## src/rtl/if_pkg.sv

```systemverilog
// Shared types and constants for the instruction fetch unit.
// The IF_ALIGN_CHECK_EN build option uses pc_fault() to reject out-of-window or misaligned PCs.
package if_pkg;

    typedef enum logic [1:0] {
        IDLE  = 2'd0,
        REQ   = 2'd1,
        DRAIN = 2'd2
    } if_state_t;

    localparam logic [31:0] IF_BASE_ADDR = 32'h0040_0000;
    localparam logic [31:0] IF_NOP       = 32'h0000_0000;

    // True when pc is misaligned or falls outside [base, base + 4*2^aw).
    function automatic logic pc_fault(input logic [31:0] pc,
                                      input logic [31:0] base,
                                      input int unsigned aw);
        logic [32:0] limit;
        limit = {1'b0, base} + (33'd1 << (aw + 2));
        return (pc[1:0] != 2'b00) || (pc < base) || ({1'b0, pc} >= limit);
    endfunction

endpackage

```

## src/rtl/if_out_buf.sv

```systemverilog
// Single-entry valid/ready holding register between fetch and decode.
// Flush wins over load and consume; a load in the same edge as a consume keeps the entry valid.
module if_out_buf
    import if_pkg::*;
#(
    parameter logic [31:0] BASE_ADDR = IF_BASE_ADDR
) (
    input  logic        clk,
    input  logic        rst_n,
    input  logic        load,
    input  logic        consume,
    input  logic        flush,
    input  logic [31:0] load_inst,
    input  logic [31:0] load_pc,
    input  logic        load_fault,
    output logic        valid,
    output logic [31:0] inst,
    output logic [31:0] inst_pc,
    output logic        fault
);

    always_ff @(posedge clk or negedge rst_n) begin
        if (!rst_n) begin
            valid   <= 1'b0;
            inst    <= '0;
            inst_pc <= BASE_ADDR;
            fault   <= 1'b0;
        end else begin
            if (flush) begin
                valid <= 1'b0;
            end else if (load) begin
                valid <= 1'b1;
            end else if (consume) begin
                valid <= 1'b0;
            end

            if (load && !flush) begin
                inst    <= load_inst;
                inst_pc <= load_pc;
                fault   <= load_fault;
            end
        end
    end

endmodule

```

## src/rtl/inst_fetch.sv

```systemverilog
// Instruction fetch: issues imem requests for the current PC, buffers the word for decode,
// pulses pc_advance on delivery and drains in-flight requests on redirect. Option: IF_ALIGN_CHECK_EN.
module inst_fetch
    import if_pkg::*;
#(
    parameter logic [31:0] BASE_ADDR = IF_BASE_ADDR,
    parameter int          IMEM_AW   = 10
) (
    input  logic               if_clk,
    input  logic               rst_n,
    input  logic [31:0]        pc_addr_in,
    input  logic               redirect,
    output logic [31:0]        next_pc,
    output logic               pc_advance,
    output logic               imem_req,
    output logic [IMEM_AW-1:0] imem_addr,
    input  logic               imem_ack,
    input  logic [31:0]        imem_rdata,
    output logic               inst_valid,
    input  logic               inst_ready,
    output logic [31:0]        inst,
    output logic [31:0]        inst_pc,
    output logic               inst_fault
);

    if_state_t   state;
    if_state_t   state_nx;
    logic [31:0] req_pc;
    logic        can_accept;
    logic        fetch_fault;
    logic        issue;
    logic        buf_load;
    logic [31:0] ld_inst;
    logic [31:0] ld_pc;
    logic        ld_fault;

    assign can_accept = !inst_valid || inst_ready;
    assign next_pc    = req_pc + 32'd4;

`ifdef IF_ALIGN_CHECK_EN
    assign fetch_fault = pc_fault(pc_addr_in, BASE_ADDR, IMEM_AW);
`else
    assign fetch_fault = 1'b0;
`endif

    always_ff @(posedge if_clk or negedge rst_n) begin
        if (!rst_n) begin
            state <= IDLE;
        end else begin
            state <= state_nx;
        end
    end

    always_comb begin
        state_nx = state;
        case (state)
            IDLE: begin
                if (can_accept && !redirect && !fetch_fault) begin
                    state_nx = REQ;
                end
            end
            REQ: begin
                // An ack closes the bus transaction whether or not a redirect discards it.
                if (imem_ack) begin
                    state_nx = IDLE;
                end else if (redirect) begin
                    state_nx = DRAIN;
                end
            end
            DRAIN: begin
                if (imem_ack) begin
                    state_nx = IDLE;
                end
            end
            default: state_nx = IDLE;
        endcase
    end

    always_comb begin
        issue      = 1'b0;
        pc_advance = 1'b0;
        buf_load   = 1'b0;
        ld_inst    = imem_rdata;
        ld_pc      = req_pc;
        ld_fault   = 1'b0;
        case (state)
            IDLE: begin
                if (can_accept && !redirect) begin
                    if (fetch_fault) begin
                        // Faulting PC: deliver a flagged NOP without touching memory.
                        pc_advance = 1'b1;
                        buf_load   = 1'b1;
                        ld_inst    = IF_NOP;
                        ld_pc      = pc_addr_in;
                        ld_fault   = 1'b1;
                    end else begin
                        issue = 1'b1;
                    end
                end
            end
            REQ: begin
                if (imem_ack && !redirect) begin
                    pc_advance = 1'b1;
                    buf_load   = 1'b1;
                end
            end
            default: ;
        endcase
    end

    // Bus request stays high for exactly the REQ and DRAIN states.
    always_ff @(posedge if_clk or negedge rst_n) begin
        if (!rst_n) begin
            imem_req  <= 1'b0;
            imem_addr <= '0;
            req_pc    <= BASE_ADDR;
        end else begin
            imem_req <= (state_nx != IDLE);
            if (issue) begin
                req_pc    <= pc_addr_in;
                imem_addr <= IMEM_AW'((pc_addr_in - BASE_ADDR) >> 2);
            end
        end
    end

    if_out_buf #(
        .BASE_ADDR (BASE_ADDR)
    ) u_out_buf (
        .clk        (if_clk),
        .rst_n      (rst_n),
        .load       (buf_load),
        .consume    (inst_ready),
        .flush      (redirect),
        .load_inst  (ld_inst),
        .load_pc    (ld_pc),
        .load_fault (ld_fault),
        .valid      (inst_valid),
        .inst       (inst),
        .inst_pc    (inst_pc),
        .fault      (inst_fault)
    );

endmodule

```

## config.mk

```make
export PLATFORM = sky130hd
export DESIGN_NAME = inst_fetch
export DESIGN_NICKNAME = d
export VERILOG_FILES = /design/src/rtl/if_pkg.sv /design/src/rtl/if_out_buf.sv /design/src/rtl/inst_fetch.sv
export SDC_FILE = /design/constraint.sdc
export NUM_CORES = 1
export LEC_CHECK = 0
export ABC_AREA = 1
export BUFFER_PORTS_ARGS = -buffer_cell sky130_fd_sc_hd__buf_4
export CAP_MARGIN = 20
export CORE_ASPECT_RATIO = 1.5
export CORE_UTILIZATION = 30
export DETAILED_ROUTE_END_ITERATION = 8
export PLACE_DENSITY = 0.58
export SETUP_SLACK_MARGIN = 0.5
export SLEW_MARGIN = 0
export SYNTH_ARGS = -nofsm -noshare
export SYNTH_HDL_FRONTEND = slang
export SYNTH_SLANG_ARGS = --single-unit
```

## constraint.sdc

```tcl
create_clock -name if_clk -period 2.3 [get_ports if_clk]
set_input_delay 0.23 -clock if_clk [delete_from_list [all_inputs] [get_ports if_clk]]
set_output_delay 0.23 -clock if_clk [all_outputs]
set_load 0.02 [all_outputs]
```

* Word-level counts from Yosys, hierarchy flattened
Cells that the tools add are included.
** Operators by class
- Equal/unequal tests :: 2
- Muxes and demuxes :: 12
- Bitwise operators :: 0
- Shift-type cells :: 0
- Reductions and logical operators :: 9
- Divide/modulo/power cells :: 0
- Multipliers :: 0
- Magnitude comparators :: 0
- $add $sub $neg :: 2
** Operator list (number)
- 32-bit by 3-bit adder with 32-bit output (second input constant) :: 1
- 12-bit by 1-bit subtractor with 12-bit output (second input constant) :: 1
- 2-bit two-way mux :: 4
- 1-bit two-way mux :: 7
- 2-bit one-hot mux with 3 select lines :: 1
- 1-bit logical AND :: 3
- 3-bit nonzero test :: 1
- 2-bit by 1-bit == test with 1-bit output (second input constant) :: 1
- 2-bit == test (second input constant) :: 1
- 1-bit logical NOT :: 2
- 2-bit logical NOT :: 1
- 2-bit nonzero test :: 1
- 1-bit logical OR :: 1
** Storage, ports and cells
- Flip-flop bits (word level) :: 110
- Output and inout bits :: 110
- ROM bits :: 0
- Memories :: 0
- Word-level logic and storage cells :: 32
- Latch bits :: 0
- Bits of input ports :: 69
- RAM bits :: 0

* Depth between registers and ports, before layout
Gate-level depths: netlist (run 1).
- Depth in word-level cells :: 6
- Depth in mapped cells :: 8
- Mapped depth without buffers :: 8

* Modules after synthesis
From an unflattened synthesis (run 1), not the netlist that was laid out.
** Second synthesis, totals
- Cells, all modules :: 614
- Area, all modules :: 4921.0 um2
** Modules (own cells, without submodules)
- if_out_buf :: instances 1, seq. area each 1652.8 um2, cells each 287, area each 2622.5 um2
- inst_fetch :: instances 1, seq. area each 877.1 um2, cells each 327, area each 2298.5 um2

* Least setup slack after synthesis (run 1)
OpenSTA, ideal clock, no wires.
- Path type :: reg2out
- From :: register imem_addr[1] (netlist name)
- To :: output next_pc[18]
- Cell stages (with the launch flop) :: 7
- Path buffers :: 0
- Data required time :: 2070 ps
- Arrival time :: 1406 ps
- Path slack :: 664 ps
- Path through :: dfrtp_1 > ha_1 > nand2_1 > nor2_4 > nand2_4 > nor2_4 > xor2_1
** RTL lines
- to (decl) :: line inst_fetch.sv:13 : output logic [31:0] next_pc,

==> impl_metrics.tcl, run 1 <==
set metrics [dict create \
    outcome "completed" \
    ys_async_sr_fraction 1.000 \
    dp.cells 929 \
    clk_pin_slew_ps 70 \
    cts_tree "done" \
    path_class "register to primary output" \
    internal-power_mw 4.874 \
    fp.dieW_um 104.2 \
    setup_violations 0 \
    track_usage 0.1801 \
    port-buffer-count 177 \
    antenna_found_initial 0 \
    grt_pass1_wl_mm 22.39 \
    drtIter0Drc 131 \
    synth_area_um2 4698 \
    grt_pass1_vias 4289 \
    final.min_clock_period_ps 1985 \
    synthFlopType "dfrtp_1" \
    clk_latency_ps 340 \
    switchingPower_mw 3.413 \
    use_met3 0.04525 \
    die_y_um 155.3 \
    clock-root-buffer "clkbuf_16" \
    grt_max_degree 77 \
    power_frac_seq 0.354 \
    fmax_mhz 503.8 \
    yosys.area.top_type "dfrtp_1" \
    fin_skew_ps 10.21 \
    die-area_um2 16180 \
    yosys.cell_types.count 27 \
    yosysMostFrequentCell "nand2_1" \
    ys_ff_latch 100 \
    start_kind "register" \
    rows 55 \
    end_kind "primary output" \
    synth-edff-count 0 \
    cts_made_buffers 9 \
    antennaDiodeCount 0 \
    vias 4225 \
    core_um2 15210 \
    hold_path.class "input pin to register" \
    drive_gt1_frac 0.3648 \
    syn_inst 578 \
    grt.met1_usage 0.1970 \
    initial_core_util 0.3089 \
    seq_area_frac_synth 0.5332 \
    yosys-top-cells-area "dfrtp_1, nand2_1, nor2_1" \
    max_slew_margin 0.5076 \
    grt_remaining_overflow 0 \
    io_pins 179 \
    synth_top_area_frac 0.5220 \
    drc 0 \
    vias_per_cell 4.347 \
    critical_path_required_ps 2070 \
    syn_nets 648 \
    swShare 0.4119 \
    synthToLayoutAreaGrowth_pct 44.53 \
    place_hpwl_mm 10.19 \
    hold-worst-slack_ps 71.46 \
    busiest_layer "met2" \
    slew_violations 0 \
    cts_num_sinks 100 \
    clkPwrFrac 0.178 \
    wl_per_cell_um 14.35 \
    fin_crit_sh 0.8630 \
    dr.pass1.iters 4 \
    yosys-top-cells-count "nand2_1, dfrtp_1, nor2_1" \
    fillCellCount 1576 \
    yosys_warnings 0 \
    ant_nets 0 \
    p_leak_nw 3.623 \
    synth_area_per_cell_um2 8.128 \
    fin_cells 972 \
    irDropWorstVdd_v 0.0005214 \
    wl_mm 13.95 \
    worst-path-max-fanout 4 \
    powerDensity_nw_per_um2 1220 \
    htreeDepth 3 \
    grt_use_met2 0.3352 \
    tightest_slew_ps 738.6 \
    clk_path_buf_depth 2 \
    pwr-share-comb 0.469 \
    maxCapViolations 0 \
    finalNetCount 838 \
    rsz0062_at_grt "true" \
    hold_viol 0 \
    crit_arrival_ps 1750 \
    gp_congestion 0.8723 \
    setup_tns_ps 0 \
]
-- flip-flops by register name (all words and copies together) (netlist names) --
signal             flops
u_out_buf.inst_pc     32
imem_req               1
u_out_buf.inst        32
state                  2
req_pc                23
imem_addr              9
u_out_buf.valid        1
-- placed cells by master, fill, tap and decap left out, types with 10 or more instances in the layout --
cell type / instances
nor2_4: 11
nand3_1: 14
o21ai_0: 25
xor2_1: 11
nand2_1: 224
nand2_2: 10
dfrtp_1: 91
nor2_2: 14
nor2_1: 42
a21oi_1: 25
buf_4: 200
inv_1: 41
-- metal layers --
layer,up-vias,share of wire
li1,2135,-
met2,115,0.54
met3,13,0.054
met4,0,0.017
met5,-,0
met1,1962,0.39
-- logic make-up (layout without fill, tap and decap cells) --
group / after synthesis / count (layout) / synth area share
simple gates: 327 / 327 / 0.2935
flops: 100 / 100 / 0.5332
buf+inv: 75 / 270 / 0.07750
compound gates: 59 / 59 / 0.06285
xor+xnor: 15 / 15 / 0.02956
fa+ha+maj: 1 / 1 / 0.002663
other cells: 1 / 1 / 0.0007982
-- stage by stage --
stage | setup WS (ps) | util | instance area [um2] | power [mW]
finish | 315.2 | 0.4465 | 6790 | 8.286
global route | 191.5 | 0.4465 | 6790 | 8.813
floorplan | 664.3 | - | 4698 | 4.954
detailed placement | 471.4 | 0.4044 | 6150 | 6.598
global placement | 472.3 | 0.4044 | 6150 | 6.568
CTS | 266.2 | 0.4420 | 6721 | 8.349
-- final timing paths --
kind | start | to | slack, ps | cells past startpoint
max | imem_addr[0]$_DFFE_PN0P_ | next_pc[12] | 320 | 7
min | imem_rdata[8] | u_out_buf.inst[8]$_DFFE_PN0P_ | 70 | 3
max reg2reg | state[0]$_DFF_PN0_ | u_out_buf.inst_pc[9]$_DFFE_PN0P_ | 730 | 3
min reg2reg | u_out_buf.inst[11]$_DFFE_PN0P_ | u_out_buf.inst[11]$_DFFE_PN0P_ | 480 | 2
max in group asynchronous | rst_n | u_out_buf.inst_pc[22]$_DFFE_PN1P_ | 1180 | 3
min in group asynchronous | rst_n | u_out_buf.inst_pc[16]$_DFFE_PN0P_ | 450 | 2
-- worst max-delay path: stages (launching register included) --
cell,delay (ps)
dfrtp_1,380
ha_2,220
nand2_2,70
nor2_4,130
nand2_4,110
nor2_4,130
xor2_1,200
buf_4,170
-- power groups by stage --
stage                     registers, mW  logic, mW  clock network [mW]
after floorplan                    3.49       1.46                   0
after global placement             2.96       3.61                   0
after detailed placement           2.96       3.64                   0
after CTS                          2.93       3.89                1.53
after global routing               3.02       4.20                1.59
final                              2.93       3.88                1.47
-- cell type report --
class,instances,area (um2),area share
flip-flops and latches,100,2514,0.3702
inverters,42,165.2,0.02432
repair inverters,1,6.256,0.0009213
repair buffers,211,1633,0.2405
multi-input cells,403,1942,0.2860
clock inverters,3,21.27,0.003132
well taps,199,249.0,0.03667
clock buffers,13,260.3,0.03833
-- repair_timing --
action	in CTS	in global routing
hold buffers	1	0
endpoints found under the setup margin	25	26
gates resized for setup	34	18
endpoints found under the hold margin	43	0
cloned	1	0
setup buffers	23	2
pin swaps	19	10
Power figures use the tool's default switching activity.
==> run 2: changes to the inputs <==
--- a/config.mk
+++ b/config.mk
@@ -10,6 +10,7 @@
 export CAP_MARGIN = 20
 export CORE_ASPECT_RATIO = 1.5
 export CORE_UTILIZATION = 30
+export CTS_BUF_LIST = sky130_fd_sc_hd__clkbuf_8
 export DETAILED_ROUTE_END_ITERATION = 8
 export PLACE_DENSITY = 0.58
 export SETUP_SLACK_MARGIN = 0.5
==> impl_metrics.tcl, run 2 (same netlist as run 1, synthesis figures left out) <==
set metrics [dict create \
    outcome "completed" \
    drc 0 \
    clock-root-buffer "clkbuf_8" \
    hold_path.class "input pin to register" \
    crit_family "simple AND/OR/NAND/NOR gates" \
    wl_mm 14.00 \
    max_slew_margin 0.5011 \
    setup_slack_ps 248.1 \
    clk_path_buf_depth 2 \
    path_class "register to primary output" \
    track_usage 0.1814 \
    fp.dieW_um 104.2 \
    fmax_mhz 487.3 \
    drtIter0Drc 109 \
    r2r_cells 3 \
    maxCapViolations 0 \
    cts_made_buffers 9 \
    start_kind "register" \
    setup_tns_ps 0 \
    ant_nets 0 \
    fin_util 0.4434 \
    cts_tree "done" \
    grt_pass1_wl_mm 22.43 \
    worstReg2RegEnd "u_out_buf.inst_pc[10]$_DFFE_PN0P_" \
    powerDensity_nw_per_um2 1177 \
    critPathBufInv 2 \
    hold_viol 0 \
    r2r_start "state[0]$_DFF_PN0_" \
    core_um2 15210 \
    p_leak_nw 3.611 \
    irDropWorstVdd_v 0.0004658 \
    synthToLayoutAreaGrowth_pct 43.52 \
    setup_violations 0 \
    fin_crit_sh 0.8921 \
    min_to "u_out_buf.inst[8]$_DFFE_PN0P_" \
    worst-path-max-fanout 4 \
    fillCellCount 1579 \
    wl_per_cell_um 14.34 \
    port-buffer-count 177 \
    gp_congestion 0.8723 \
    tightest_slew_ps 748.3 \
    crit_arrival_ps 1820 \
    fin_skew_ps 9.482 \
    antennaDiodeCount 0 \
    grt_pass1_vias 4295 \
    io_pins 179 \
    rsz0062_at_grt "true" \
    die_y_um 155.3 \
    r2r_slack_ps 720 \
    cp_common_cell "nand2_2" \
    antenna_found_initial 0 \
    vias_per_cell 4.344 \
    clk_pin_slew_ps 100 \
    vias 4240 \
    htreeDepth 3 \
    slowest_delay_ps 390 \
    clk_latency_ps 380 \
    grt_remaining_overflow 0 \
    hp-start "imem_rdata[8]" \
    rows 55 \
    layout_commonest_cell "nand2_1" \
    path_cells "buf_4, nand2_2, nor2_4, nand3b_1, nor2_1, nand2_1, nand2_2, buf_6" \
    cts_num_sinks 100 \
    layout_common_cells "nand2_1, buf_4, dfrtp_1, nor2_1, inv_1" \
    slew_violations 0 \
    die-area_um2 16180 \
    grt_max_degree 77 \
    final.min_clock_period_ps 2052 \
    drive_gt1_frac 0.3719 \
    place_hpwl_mm 10.19 \
    min_path_cells 3 \
    critical_path_required_ps 2070 \
    dr.pass1.iters 5 \
    initial_core_util 0.3089 \
    slowest_stage "dfrtp_1" \
    biggestRegsByFlops "u_out_buf.inst x32, u_out_buf.inst_pc x32, req_pc x23" \
    finalNetCount 842 \
    pre_cts_ws_ps 471.4 \
    end_kind "primary output" \
]
run 2: cell count changes in the layout (fill, tap and decap cells not counted), sizes merged:
cell,previous run,this run
buf,210,214
clkbuf,13,11
inv,43,45
run 2: timing repair:
item	4_1_cts	5_1_grt
hold buffers	1	0
setup buffers	27	2
hold endpoints to repair	43	0
endpoints found under the setup margin	26	27
resized for setup	34	25
gates cloned	1	0
pin swaps	19	23
run 2: routing by layer:
metal	GRT usage	wire, um	up-vias
met5	0	0	-
met1	0.2028	5429	1965
met3	0.04064	728	15
met2	0.3292	7543	123
met4	0.07823	298	0
li1	-	-	2137
run 2: per-stage QoR:
| step | hold slack, ps | cell area [um2] | instances | power (mW) |
|---|---|---|---|---|
| after floorplan | -65.59 | 4698 | 578 | 4.954 |
| after global placement | 295.4 | 6150 | 929 | 6.568 |
| after detailed placement | 295.8 | 6150 | 929 | 6.598 |
| after CTS | 11.30 | 6650 | 974 | 7.965 |
| after global routing | 16.78 | 6743 | 976 | 8.466 |
| final | 29.80 | 6743 | 976 | 7.938 |
run 2: worst max-delay path by stage:
| stage | end | cells after the start | startpoint |
|---|---|---|---|
| floorplan | next_pc[18] | 6 | imem_addr[1]$_DFFE_PN0P_ |
| global placement | next_pc[27] | 8 | req_pc[18]$_DFFE_PN0P_ |
| detailed placement | next_pc[27] | 8 | req_pc[17]$_DFFE_PN0P_ |
| CTS | next_pc[12] | 7 | imem_addr[1]$_DFFE_PN0P_ |
| global route | next_pc[18] | 7 | imem_addr[0]$_DFFE_PN0P_ |
| finish | next_pc[19] | 8 | imem_addr[1]$_DFFE_PN0P_ |
run 2: cell type report:
class                   count  area (um2)  share of cell area
clock buffers              11       151.4             0.02245
repair inverters            1       6.256           0.0009278
clock inverters             5       28.78            0.004268
well taps                 199       249.0             0.03693
inverters                  42       165.2             0.02449
repair buffers            215        1682              0.2494
flip-flops and latches    100        2514              0.3728
multi-input cells         403        1947              0.2887
run 2: worst min-delay path: cells and delay by family:
family | cells | cell delay (ps)
buffers and inverters | 1 | 70
and+or+nand+nor | 2 | 80
run 2: report_power, final:
| group | internal (mW) | total, mW | switching [mW] |
|---|---|---|---|
| logic | 1.68 | 3.94 | 2.26 |
| registers | 2.44 | 2.92 | 0.485 |
| clock network | 0.446 | 1.08 | 0.630 |
==> run 3: changes to the inputs <==
--- a/config.mk
+++ b/config.mk
@@ -8,11 +8,11 @@
 export ABC_AREA = 1
 export BUFFER_PORTS_ARGS = -buffer_cell sky130_fd_sc_hd__buf_4
 export CAP_MARGIN = 20
-export CORE_ASPECT_RATIO = 1.5
-export CORE_UTILIZATION = 30
+export CORE_MARGIN = 4
+export CORE_UTILIZATION = 50
 export CTS_BUF_LIST = sky130_fd_sc_hd__clkbuf_8
 export DETAILED_ROUTE_END_ITERATION = 8
-export PLACE_DENSITY = 0.58
+export PLACE_DENSITY = 0.86
 export SETUP_SLACK_MARGIN = 0.5
 export SLEW_MARGIN = 0
 export SYNTH_ARGS = -nofsm -noshare
==> impl_metrics.tcl, run 3 (same netlist as run 1, synthesis figures left out) <==
set metrics [dict create \
    final-seq-area_um2 2519 \
    outcome "completed" \
    drive_gt1_frac 0.3641 \
    fin_skew_ps 11.15 \
    gp_congestion 0.9366 \
    final.min_clock_period_ps 2009 \
    rsz0062_at_grt "true" \
    layout_common_cells "nand2_1, buf_4, dfrtp_1, inv_1, nor2_1" \
    cts_num_sinks 100 \
    setup_slack_ps 291.5 \
    drc 0 \
    core_um2 9196 \
    htreeDepth 3 \
    grt_pass1_vias 4392 \
    antennaDiodeCount 0 \
    worst-path-max-fanout 5 \
    initial_core_util 0.5109 \
    grt_remaining_overflow 0 \
    port-buffer-count 177 \
    hold_viol 0 \
    antenna_found_initial 0 \
    slowest_stage "dfrtp_1" \
    clk_pin_slew_ps 100 \
    fin_crit_sh 0.8733 \
    synthToLayoutAreaGrowth_pct 41.36 \
    slew_violations 0 \
    wl_mm 13.39 \
    layout_commonest_cell "nand2_1" \
    r2r_slack_ps 610 \
    path_class "register to primary output" \
    tightest_slew_ps 828.5 \
    clk_path_buf_depth 2 \
    drtIter0Drc 231 \
    crit_arrival_ps 1780 \
    end_kind "primary output" \
    wl_per_cell_um 15.21 \
    clock-root-buffer "clkbuf_8" \
    pre_cts_ws_ps 576.7 \
    cts_tree "done" \
    maxCapViolations 0 \
    fin_cells 880 \
    critical_path_required_ps 2070 \
    finalNetCount 834 \
    path_cells "buf_6, nand2_4, nor2_4, nand2_4, nor2_4, xor2_1, buf_4" \
    fp.dieW_um 104.9 \
    dp.cells 838 \
    max_slew_margin 0.4477 \
    irDropWorstVdd_v 0.0006321 \
    vias_per_cell 5.033 \
    biggestRegsByFlops "u_out_buf.inst x32, u_out_buf.inst_pc x32, req_pc x23" \
    slowest_delay_ps 430 \
    cts_made_buffers 9 \
    die-area_um2 11010 \
    io_pins 179 \
    grt_pass1_wl_mm 21.67 \
    p_leak_nw 3.592 \
    grt_max_degree 90 \
    fmax_mhz 497.9 \
    track_usage 0.2445 \
    vias 4429 \
    ant_nets 0 \
    place_hpwl_mm 9.593 \
    rows 35 \
    dr.pass1.iters 5 \
    start_kind "register" \
    clk_latency_ps 360 \
    multi_input_area_um2 1966 \
    setup_violations 0 \
    setup_tns_ps 0 \
    hold_path.class "input pin to register" \
    fillCellCount 693 \
    powerDensity_nw_per_um2 1222 \
    die_y_um 104.9 \
]
-- run 3: per-stage QoR --
stage	instance area [um2]	power, mW	hold slack [ps]	utilization
2_1_floorplan	4698	4.954	-65.59	-
3_3_place_gp	6022	6.523	76.12	0.6548
3_5_place_dp	6022	6.599	80.37	0.6548
4_1_cts	6500	8.002	38.20	0.7068
5_1_grt	6641	8.622	42.75	0.7222
6_report	6641	8.116	56.47	0.7222
-- run 3: where the power goes --
| part | total, mW | leakage [nW] | internal [mW] | switching, mW |
|---|---|---|---|---|
| logic | 3.97 | 2.29 | 1.68 | 2.29 |
| registers | 2.98 | 1.20 | 2.44 | 0.539 |
| clock network | 1.16 | 0.107 | 0.536 | 0.625 |
| total | 8.12 | 3.59 | 4.66 | 3.45 |
-- run 3: final timing paths --
| kind | from | to | cells after the start |
|---|---|---|---|
| worst max-delay path | imem_addr[1]$_DFFE_PN0P_ | next_pc[15] | 7 |
| worst min-delay path | imem_rdata[12] | u_out_buf.inst[12]$_DFFE_PN0P_ | 3 |
| worst max register to register | state[1]$_DFF_PN0_ | u_out_buf.valid$_DFFE_PN0P_ | 4 |
| worst min register to register | u_out_buf.inst[12]$_DFFE_PN0P_ | u_out_buf.inst[12]$_DFFE_PN0P_ | 2 |
| max in group asynchronous | rst_n | req_pc[16]$_DFFE_PN0P_ | 3 |
| min in group asynchronous | rst_n | u_out_buf.inst_pc[24]$_DFFE_PN0P_ | 2 |
-- run 3: worst max-delay path: cells and delay by family, from the launching register on --
family / cells / cell delay, ps
flip-flops: 1 / 430
XOR/XNOR: 1 / 190
AND/OR/NAND/NOR: 4 / 490
buffers and inverters: 2 / 310
-- run 3: final cells by class --
type                    count  share of cell area
inverters                  42             0.02562
well taps                 111             0.02091
multi-input cells         403              0.2960
clock buffers              10             0.02072
repair buffers            208              0.2477
clock inverters             6            0.009797
flip-flops and latches    100              0.3792
-- run 3: what timing repair did --
| action | in CTS | in global routing |
|---|---|---|
| resized for setup | 38 | 30 |
| setup buffers | 20 | 5 |
| endpoints found under the setup margin | 25 | 28 |
| pin swaps | 22 | 13 |
| hold endpoints to repair | 62 | 0 |
| hold buffers | 1 | 0 |
-- run 3: routing by layer --
layer / vias to the layer above / global-route usage / wire length, um
met5: - / 0 / 0
met3: 25 / 0.08586 / 1455
met1: 2033 / 0.3124 / 5274
met2: 243 / 0.3941 / 6380
met4: 0 / 0.07029 / 277
li1: 2128 / - / -
